`src/rtl/pcs_receive_pkg.sv`:
```
// Shared definitions for the 1000BASE-X PCS receive path: code-group octets,
// GMII substitution values, the lookahead entry record and the one-hot
// receive state encoding.
package pcs_receive_pkg;

    // Control (K) code-group octets
    localparam logic [7:0] K28_5 = 8'hBC;
    localparam logic [7:0] CG_S  = 8'hFB;   // start of packet
    localparam logic [7:0] CG_T  = 8'hFD;   // end of packet
    localparam logic [7:0] CG_R  = 8'hF7;   // carrier extend
    localparam logic [7:0] CG_V  = 8'hFE;   // error propagation

    // Data (D) code-group octets that follow K28.5 in ordered sets
    localparam logic [7:0] D21_5 = 8'hB5;   // /C1/ configuration
    localparam logic [7:0] D2_2  = 8'h42;   // /C2/ configuration
    localparam logic [7:0] D5_6  = 8'hC5;   // /I1/ idle
    localparam logic [7:0] D16_2 = 8'h50;   // /I2/ idle

    // Octets placed on RXD in place of the received code-group
    localparam logic [7:0] GMII_SFD             = 8'h55;
    localparam logic [7:0] GMII_FALSE_CARRIER   = 8'h0E;
    localparam logic [7:0] GMII_CARRIER_EXTEND  = 8'h0F;

    // One buffered code-group as delivered by the decoder
    typedef struct packed {
        logic       valid;
        logic       k;
        logic [7:0] data;
        logic       even;
    } cg_t;

    localparam cg_t CG_EMPTY = '0;

    // Receive state machine, one-hot
    typedef enum logic [9:0] {
        ST_LINK_FAILED = 10'b00_0000_0001,
        ST_WAIT_FOR_K  = 10'b00_0000_0010,
        ST_RX_K        = 10'b00_0000_0100,
        ST_IDLE_D      = 10'b00_0000_1000,
        ST_RECEIVE     = 10'b00_0001_0000,
        ST_TRI_RRI     = 10'b00_0010_0000,  // first /R/ after /T/
        ST_TRR_R2      = 10'b00_0100_0000,  // second /R/ or K28.5
        ST_TRR_END     = 10'b00_1000_0000,  // after /T/R/R/
        ST_TRR_EXTEND  = 10'b01_0000_0000,  // carrier extension in progress
        ST_RX_INVALID  = 10'b10_0000_0000
    } state_t;

    // Valid control code-group carrying a specific octet
    function automatic logic is_kchar(input cg_t cg, input logic [7:0] code);
        return cg.valid && cg.k && (cg.data == code);
    endfunction

    // Any valid data code-group
    function automatic logic is_dchar(input cg_t cg);
        return cg.valid && !cg.k;
    endfunction

    // Valid data code-group carrying a specific octet
    function automatic logic is_dcode(input cg_t cg, input logic [7:0] code);
        return cg.valid && !cg.k && (cg.data == code);
    endfunction

endpackage

```
`src/rtl/pcs_receive_lookahead.sv`:
```
// pcs_rx_lookahead: code-group shift register feeding the receive state
// machine. stage[0] (cg0) is the oldest entry and the one being decided on;
// cg1/cg2 are the following code-groups used for /T/R/R/ detection.
module pcs_rx_lookahead
    import pcs_receive_pkg::*;
#(
    parameter int LOOKAHEAD = 2
) (
    input  logic clk,
    input  logic reset_n,
    input  cg_t  cg_in,
    output cg_t  cg0,
    output cg_t  cg1,
    output cg_t  cg2
);

    cg_t stage [0:LOOKAHEAD];

    // Shift one code-group per clock, newest enters at the top
    always_ff @(posedge clk or negedge reset_n) begin
        if (!reset_n) begin
            // NOTE: every entry is reset so stale code-groups cannot be
            // mistaken for a valid ordered set right after reset.
            for (int i = 0; i <= LOOKAHEAD; i++) begin
                stage[i] <= CG_EMPTY;
            end
        end else begin
            // NOTE: non-blocking updates let all stages shift from their
            // old values in the same edge; blocking would collapse the chain.
            for (int i = 0; i < LOOKAHEAD; i++) begin
                stage[i] <= stage[i+1];
            end
            stage[LOOKAHEAD] <= cg_in;
        end
    end

    assign cg0 = stage[0];
    assign cg1 = stage[1];
    assign cg2 = stage[LOOKAHEAD];

endmodule

```
`src/rtl/pcs_receive.sv`:
```
// pcs_receive: reduced 1000BASE-X PCS receive state machine. Takes decoded
// code-groups, buffers two code-groups of lookahead and drives the GMII
// receive signals. Outputs are registered; a code-group captured on edge n
// is reflected on RXD/RX_DV/RX_ER after edge n+3.
// Optional feature: define PCS_RX_CARRIER_EXTEND_EN to accept carrier
// extension (/R/ beyond /T/R/R/) and packet bursting (/R/ then /S/).
module pcs_receive
    import pcs_receive_pkg::*;
#(
    parameter int LOOKAHEAD = 2
) (
    input  logic       clk,
    input  logic       reset_n,
    input  logic       sync_status,
    input  logic       rx_cg_valid,
    input  logic       rx_is_k,
    input  logic [7:0] rx_data,
    input  logic       rx_even,
    output logic [7:0] RXD,
    output logic       RX_DV,
    output logic       RX_ER,
    output logic       receiving
);

    cg_t    cg_in;
    cg_t    cg0;
    cg_t    cg1;
    cg_t    cg2;
    state_t state;
    state_t state_nxt;
    logic [7:0] rxd_nxt;
    logic       dv_nxt;
    logic       er_nxt;
    logic       rcv_nxt;
    logic       k28_5_even;
    logic       trr_ahead;
    logic       unused_even;

    assign cg_in = '{valid: rx_cg_valid, k: rx_is_k, data: rx_data, even: rx_even};

    pcs_rx_lookahead #(
        .LOOKAHEAD (LOOKAHEAD)
    ) u_lookahead (
        .clk     (clk),
        .reset_n (reset_n),
        .cg_in   (cg_in),
        .cg0     (cg0),
        .cg1     (cg1),
        .cg2     (cg2)
    );

    // Parity only matters for the code-group being decided on
    assign unused_even = cg1.even ^ cg2.even;

    assign k28_5_even = is_kchar(cg0, K28_5) && cg0.even;

    // /T/ is a clean end only when followed by /R/ and then /R/ or K28.5
    assign trr_ahead = is_kchar(cg0, CG_T) && is_kchar(cg1, CG_R) &&
                       (is_kchar(cg2, CG_R) || is_kchar(cg2, K28_5));

    // Next-state and next-output decisions on cg0
    always_comb begin
        // NOTE: every output of this block gets a default first, so no
        // path through the case leaves a value unassigned (no latches).
        state_nxt = state;
        rxd_nxt   = 8'h00;
        dv_nxt    = 1'b0;
        er_nxt    = 1'b0;
        rcv_nxt   = 1'b0;

        if (!sync_status) begin
            // Loss of sync overrides everything; outputs drop at once
            state_nxt = ST_LINK_FAILED;
        end else begin
            unique case (state)
                ST_LINK_FAILED: begin
                    state_nxt = ST_WAIT_FOR_K;
                end

                ST_WAIT_FOR_K, ST_RX_INVALID: begin
                    if (k28_5_even) begin
                        state_nxt = ST_RX_K;
                    end
                end

                ST_RX_K: begin
                    if (is_dcode(cg0, D21_5) || is_dcode(cg0, D2_2)) begin
                        state_nxt = ST_WAIT_FOR_K;      // config set, ignored
                    end else if (is_dcode(cg0, D5_6) || is_dcode(cg0, D16_2)) begin
                        state_nxt = ST_IDLE_D;
                    end else begin
                        state_nxt = ST_RX_INVALID;
                    end
                end

                ST_IDLE_D: begin
                    if (is_kchar(cg0, K28_5)) begin
                        state_nxt = ST_RX_K;
                    end else if (is_kchar(cg0, CG_S)) begin
                        // Start of packet: /S/ is replaced by the SFD octet
                        state_nxt = ST_RECEIVE;
                        rxd_nxt   = GMII_SFD;
                        dv_nxt    = 1'b1;
                        rcv_nxt   = 1'b1;
                    end else if (is_kchar(cg0, CG_V) || !is_dchar(cg0)) begin
                        // False carrier: flagged for exactly one code-group
                        state_nxt = ST_WAIT_FOR_K;
                        rxd_nxt   = GMII_FALSE_CARRIER;
                        er_nxt    = 1'b1;
                    end else begin
                        state_nxt = ST_RX_INVALID;
                    end
                end

                ST_RECEIVE: begin
                    if (is_dchar(cg0)) begin
                        rxd_nxt = cg0.data;
                        dv_nxt  = 1'b1;
                        rcv_nxt = 1'b1;
                    end else if (trr_ahead) begin
                        state_nxt = ST_TRI_RRI;         // RX_DV falls on /T/
                    end else if (is_kchar(cg0, K28_5)) begin
                        // Early end: packet cut short by an ordered set
                        state_nxt = ST_RX_K;
                        er_nxt    = 1'b1;
                    end else begin
                        // Bad code-group inside a frame: mark it, keep going
                        rxd_nxt = cg0.data;
                        dv_nxt  = 1'b1;
                        er_nxt  = 1'b1;
                        rcv_nxt = 1'b1;
                    end
                end

                ST_TRI_RRI: begin
                    // cg0 is the first /R/, guaranteed by the lookahead check
                    state_nxt = ST_TRR_R2;
                end

                ST_TRR_R2: begin
                    if (is_kchar(cg0, CG_R)) begin
                        state_nxt = ST_TRR_END;
                    end else if (is_kchar(cg0, K28_5)) begin
                        state_nxt = ST_RX_K;
                    end else begin
                        state_nxt = ST_RX_INVALID;
                    end
                end

                ST_TRR_END, ST_TRR_EXTEND: begin
                    if (is_kchar(cg0, K28_5)) begin
                        state_nxt = ST_RX_K;
`ifdef PCS_RX_CARRIER_EXTEND_EN
                    end else if (is_kchar(cg0, CG_R)) begin
                        // Carrier extension, one GMII slot per extra /R/
                        state_nxt = ST_TRR_EXTEND;
                        rxd_nxt   = GMII_CARRIER_EXTEND;
                        er_nxt    = 1'b1;
                    end else if (is_kchar(cg0, CG_S)) begin
                        // Packet burst: /S/ straight after /R/
                        state_nxt = ST_RECEIVE;
                        rxd_nxt   = GMII_SFD;
                        dv_nxt    = 1'b1;
                        rcv_nxt   = 1'b1;
`endif
                    end else begin
                        state_nxt = ST_RX_INVALID;
                    end
                end

                default: begin
                    state_nxt = ST_LINK_FAILED;
                end
            endcase
        end
    end

    // State and registered GMII outputs
    always_ff @(posedge clk or negedge reset_n) begin
        if (!reset_n) begin
            state     <= ST_LINK_FAILED;
            RXD       <= 8'h00;
            RX_DV     <= 1'b0;
            RX_ER     <= 1'b0;
            receiving <= 1'b0;
        end else begin
            state     <= state_nxt;
            RXD       <= rxd_nxt;
            RX_DV     <= dv_nxt;
            RX_ER     <= er_nxt;
            receiving <= rcv_nxt;
        end
    end

endmodule

```
`config.mk`:
```
export PLATFORM = sky130hd
export DESIGN_NAME = pcs_receive
export DESIGN_NICKNAME = d
export VERILOG_FILES = /design/src/rtl/pcs_receive_pkg.sv /design/src/rtl/pcs_receive_lookahead.sv /design/src/rtl/pcs_receive.sv
export SDC_FILE = /design/constraint.sdc
export NUM_CORES = 1
export LEC_CHECK = 0
export CAP_MARGIN = 15
export CORE_ASPECT_RATIO = 1.2
export CORE_MARGIN = 2
export CORE_UTILIZATION = 45
export CTS_CLUSTER_DIAMETER = 50
export DETAILED_ROUTE_END_ITERATION = 7
export PLACE_DENSITY_LB_ADDON = 0.08
export SYNTH_ARGS = -nofsm -noshare
export SYNTH_HDL_FRONTEND = slang
export SYNTH_SLANG_ARGS = --single-unit
```
`constraint.sdc`:
```
create_clock -name clk -period 2.82 [get_ports clk]
set_input_delay 0.564 -clock clk [delete_from_list [all_inputs] [get_ports clk]]
set_output_delay 0.564 -clock clk [all_outputs]
set_load 0.05 [all_outputs]
```
==> impl_results.md, run 1 <==
- GP Congestion: 0.8564
- Synth cell types: 43
- Vias post-DR: 1454
- HP Class: in2async
- Final setup margin: 0.4562 ns
- Max-Cap Viols: 0
- Synth-to-Final Area Change: 18.04%
- CTS Hold Buffers Added: 0
- Crit path time final: 2.364 ns
- First-pass GRT wire length: 6541 µm
- Initial core utilization: 0.4596
- Pre-antenna DRT Iters: 6
- Clock Tree Root: clkbuf_8
- Clock Power Share: 0.315
- Mapped cell area: 2081 µm²
- Post-synth EDFFs: 0
- Core ar.: 4527 µm²
- Vias in the first global route: 1458
- Worst-Margin Slew: 0.5931 ns
- Register area share after synthesis: 0.6260
- Die height: 78.49 µm
- Comb power frac: 0.090
- Drt initial violations: 128
- Clock transition at the registers of the reported paths: 0.09 ns
- ANT nets after route: 0
- Static Leakage: 0.001011 µW
- Avg Inst Size Synth: 11.62 µm²
- CP Data Arrival Time: 2.56 ns
- Largest net degree at the start of global routing: 31
- N_diodes: 0
- Tot Pwr: 1359 µW
- Placement Setup Slack: 0.5269 ns
- Gr usage total: 0.1669
- CTS resizes: 0
- Sequential share of power: 0.594
- Sw power: 344.6 µW
- CP endpoint kind: flop
- Postcts setup bufs: 0
- CTS tree: done
- Maximum VDD drop: 0.3495 mV
- Fraction of registers with async set/reset: 1.000
- Insertion delay of the later-clocked pin in the worst-skew pair: 0.31 ns
- Syn Inst Count: 179
- # clock sinks: 52
- Outcome: complete, no violations
- Crit path launch type: flop
- Antenna violations before repair: 0
- Setup-failing EPs final: 0
- Share of layout cells above drive strength 1: 0.09756
- DR WL/cell: 14.92 µm
- Yosys synthesis warning count: 0
- GRT Residual Overflow: 0
- Site Rows: 27
- Drt via density: 5.529
- Sw frac: 0.2536
- Mapped Nets: 193
- Detailed Route WL: 3924 µm
- Critical setup path kind: reg2reg
- Ys flop type: dfrtp_1
- Setup TNS: 0 ns
- Period utilization: 0.8382
- PD cells: 553.2 nW/µm²
- I/O pin count: 25
- H-tree levels: 2
- Die Wd: 66.08 µm
- Crit path max fanout: 7
- Commonest non-fill, non-tap cell in the layout: dfrtp_1
- Nets: 218
- DP HPWL: 2961 µm
- I/O Buffers: 24
- Final Skew: 0.004738 ns
- WP data required: 3.02 ns
- Max Fclk: 423.0 MHz
- # DRC: 0
- Max-slew violation count: 0
- Die ar.: 5186 µm²
- Internal: 1014 µW
- Num CTS Buffers: 5
- Commonest cells after routing, fill and taps aside: 51 x dfrtp_1, 23 x clkdlybuf4s50_1, 21 x nor2_1
- RSZ-0062 raised after global routing: no
- Clk buf depth: 2
- Slew headroom: 0.6016
- Endpoints failing hold: 0
- Number of synthesized register bits: 52
- Final core area utilization: 0.5426
[power by group through the flow]
stage / clock, µW / sequential (µW) / combinational, µW
after global placement: 0 / 822 / 121
after CTS: 441 / 807 / 122
after global routing: 483 / 814 / 136
after floorplan: 0 / 811 / 75.4
final: 428 / 808 / 123
after detailed placement: 0 / 822 / 122
[registers in the layout, indices dropped and copies added, names as in the netlist]
register / cells
RX_ER: 1
state: 9
receiving: 1
RXD: 8
u_lookahead.cg0: 11
u_lookahead.cg1: 11
u_lookahead.cg2: 11
[cell usage after synthesis (4+ instances only)]
cell / number / share of area
nor3_1: 7 / 0.017
nand3_1: 4 / 0.0096
nand2b_1: 4 / 0.012
nand2_1: 9 / 0.016
o21ai_0: 7 / 0.017
and2_1: 4 / 0.012
nand4b_1: 4 / 0.017
and3_1: 5 / 0.015
a21oi_1: 7 / 0.017
dfrtp_1: 51 / 0.61
clkbuf_1: 6 / 0.011
nor2_1: 21 / 0.038
nand4_1: 9 / 0.027
[logic make-up (layout without fill, tap and decap cells)]
group           Yosys count  in the layout  synth area share
simple gates             86             86            0.2417
flops                    52             52            0.6260
compound gates           28             28           0.09982
buf+inv                  10             36           0.01984
xor+xnor                  3              3           0.01263
[routing by layer]
layer / vias to the layer above / track usage / routed length, µm
met5: - / 0 / 0
met4: 0 / 0.04898 / 52
met3: 7 / 0.04441 / 244
met2: 64 / 0.2929 / 2034
met1: 686 / 0.1987 / 1592
li1: 697 / - / -
[cell type report]
| class | instances | area [µm²] |
|---|---|---|
| clock buffer | 6 | 72.57 |
| sequential | 52 | 1303 |
| multi-input combinational | 117 | 737.0 |
| clock inverter | 2 | 17.52 |
| timing repair buffer | 25 | 242.7 |
| fill | 405 | 2071 |
| inverter | 3 | 11.26 |
| tap | 58 | 72.57 |
[worst max-delay path, cell delays in order (launching register included)]
cell     delay [ns]
dfrtp_1        0.47
or4_4          0.60
or4_4          0.53
a41oi_4        0.29
a21oi_1        0.16
nand2_1        0.14
nor3_1         0.07
[final timing paths]
kind,startpoint,end,slack (ns),cells past startpoint
max in group asynchronous,reset_n,u_lookahead.cg0[1]$_DFF_PN0_,1.87,2
max,state[9]$_DFFE_PN0P_,state[3]$_DFFE_PN0P_,0.46,6
max reg2reg,state[9]$_DFFE_PN0P_,state[3]$_DFFE_PN0P_,0.46,6
min,reset_n,state[7]$_DFFE_PN0P_,0.22,1
min in group clk,u_lookahead.cg1[0]$_DFF_PN0_,u_lookahead.cg0[0]$_DFF_PN0_,0.36,0
min reg2reg,u_lookahead.cg1[0]$_DFF_PN0_,u_lookahead.cg0[0]$_DFF_PN0_,0.36,0
[through the flow]
stage | cell area, µm² | instances | hold slack, ns
2_1_floorplan | 2081 | 179 | 0.2684
4_1_cts | 2456 | 263 | 0.2357
6_report | 2456 | 263 | 0.2155
5_1_grt | 2456 | 263 | 0.2512
3_3_place_gp | 2366 | 255 | 0.3362
3_5_place_dp | 2366 | 255 | 0.3370
(Power assumes the default switching activity.)
==> inputs of run 2 (changes only) <==
==> constraint.sdc (replaced) <==
create_clock -name clk -period 2.4 [get_ports clk]
set_input_delay 0.48 -clock clk [delete_from_list [all_inputs] [get_ports clk]]
set_output_delay 0.48 -clock clk [all_outputs]
set_load 0.05 [all_outputs]
==> run 2 against run 1 <==
Final cell count grew 1.5%. Fmax increased by 4.1%. Critical endpoint is now state[7]$_DFFE_PN0P_. Largest cell class unchanged. Total power increased by 27%. Global-route usage up 1.4 points. Largest power group unchanged. Routed wire length up 4.5%.
==> impl_results.md, run 2 (synthesis gave the netlist of run 1 again) <==
- Crit path launch type: flop
- Clock transition at the registers of the reported paths: 0.09 ns
- Antenna violations before repair: 0
- Setup-failing EPs final: 0
- Comb power frac: 0.095
- Drt initial violations: 150
- PD cells: 683.1 nW/µm²
- Largest net degree at the start of global routing: 44
- Internal: 1329 µW
- Final Skew: 0.003850 ns
- Sw frac: 0.2269
- I/O Buffers: 24
- Initial core utilization: 0.4596
- Placed instance area: 2396 µm²
- Endpoints failing hold: 0
- Insertion delay of the later-clocked pin in the worst-skew pair: 0.30 ns
- Core ar.: 4527 µm²
- DR WL/cell: 15.36 µm
- Postcts setup bufs: 0
- Crit path time final: 2.270 ns
- Maximum VDD drop: 0.4306 mV
- Final core area utilization: 0.5561
- Nets: 222
- GP Congestion: 0.8437
- Die height: 78.49 µm
- Die ar.: 5186 µm²
- Vias in the first global route: 1514
- CP endpoint kind: flop
- Drt via density: 5.697
- RSZ-0062 raised after global routing: no
- Static Leakage: 0.001047 µW
- Pre-antenna DRT Iters: 4
- Sw power: 390.2 µW
- DP HPWL: 3135 µm
- Vias post-DR: 1521
- Max-Cap Viols: 0
- Worst-Margin Slew: 0.8898 ns
- H-tree levels: 2
- Crit path max fanout: 7
- Clock Tree Root: clkbuf_8
- Commonest cells after routing, fill and taps aside: 51 x dfrtp_1, 23 x clkdlybuf4s50_1, 21 x nor2_1
- GRT Residual Overflow: 0
- Detailed Route WL: 4102 µm
- WP data required: 2.59 ns
- CTS Hold Buffers Added: 0
- HP Class: in2async
- Critical setup path kind: reg2reg
- Slew headroom: 0.4068
- Gr usage total: 0.1806
- Clock Power Share: 0.355
- Design Area, Final: 2517 µm²
- CTS tree: done
- Num CTS Buffers: 5
- I/O pin count: 25
- CP Data Arrival Time: 2.46 ns
- Commonest non-fill, non-tap cell in the layout: dfrtp_1
- # DRC: 0
- Synth-to-Final Area Change: 20.99%
- Max-slew violation count: 0
- Die Wd: 66.08 µm
- Clk buf depth: 2
- ANT nets after route: 0
- Sequential share of power: 0.550
- Period utilization: 0.9458
- Site Rows: 27
- N_diodes: 0
- CTS resizes: 0
- Outcome: complete, no violations
- Share of layout cells above drive strength 1: 0.1196
- First-pass GRT wire length: 7044 µm
- Setup TNS: 0 ns
- Max Fclk: 440.5 MHz
- # clock sinks: 52
## run 2: cell count changes in the layout (fill, tap and decap cells not counted), sizes merged
| cell | previous run | this run |
|---|---|---|
| clkinv | 0 | 1 |
| buf | 2 | 6 |
| inv | 5 | 3 |
| bufinv | 0 | 1 |
## run 2: path summary, 6_finish.rpt
| kind | slack [ns] | start | cells past startpoint | end |
|---|---|---|---|---|
| worst max-delay path | 0.13 | state[7]$_DFFE_PN0P_ | 6 | state[7]$_DFFE_PN0P_ |
| worst min register to register | 0.35 | u_lookahead.cg2[0]$_DFF_PN0_ | 0 | u_lookahead.cg1[0]$_DFF_PN0_ |
| worst max register to register | 0.13 | state[7]$_DFFE_PN0P_ | 6 | state[7]$_DFFE_PN0P_ |
| worst min-delay path | 0.30 | reset_n | 1 | RXD[0]$_DFF_PN0_ |
| max in group asynchronous | 1.46 | reset_n | 2 | state[4]$_DFFE_PN0P_ |
| min in group clk | 0.35 | u_lookahead.cg2[0]$_DFF_PN0_ | 0 | u_lookahead.cg1[0]$_DFF_PN0_ |
## run 2: cell type report
| class | count | area (µm²) |
|---|---|---|
| multi-input cells | 117 | 737.0 |
| inverters | 3 | 11.26 |
| flip-flops and latches | 52 | 1303 |
| repair buffers | 29 | 272.8 |
| clock buffers | 6 | 82.58 |
| clock inverters | 2 | 38.79 |
| well taps | 58 | 72.57 |
| fillers | 403 | 2009 |
## run 2: metrics by stage
stage               std cells  power, µW  hold WS, ns  worst slack (ns)
floorplan                 179       1042       0.1844            0.2497
global placement          259       1120       0.3343            0.2303
detailed placement        259       1126       0.3347            0.1907
CTS                       267       1746       0.3280            0.1538
global route              267       1813       0.3646           0.05697
finish                    267       1720       0.2954            0.1300
## run 2: power by group through the flow
stage          Sequential, µW  Clock, µW  Combinational [µW]
6_report                  945        611                 163
5_1_grt                   951        679                 183
4_1_cts                   945        636                 165
3_5_place_dp              963          0                 163
3_3_place_gp              961          0                 159
2_1_floorplan             953          0                88.6
## run 2: critical path, cell delays in order (launching register included)
cell and delay (ns):
dfrtp_1 0.44, or4_4 0.53, or4_4 0.52, a41oi_4 0.29, a21oi_1 0.16, nand2_1 0.14, nor2_1 0.08
## run 2: layer usage
metal | vias to the layer above | track usage | part of all wire
li1 | 704 | - | -
met1 | 740 | 0.2124 | 0.38
met2 | 64 | 0.3040 | 0.53
met3 | 13 | 0.04585 | 0.050
met4 | 0 | 0.08776 | 0.029
met5 | - | 0 | 0
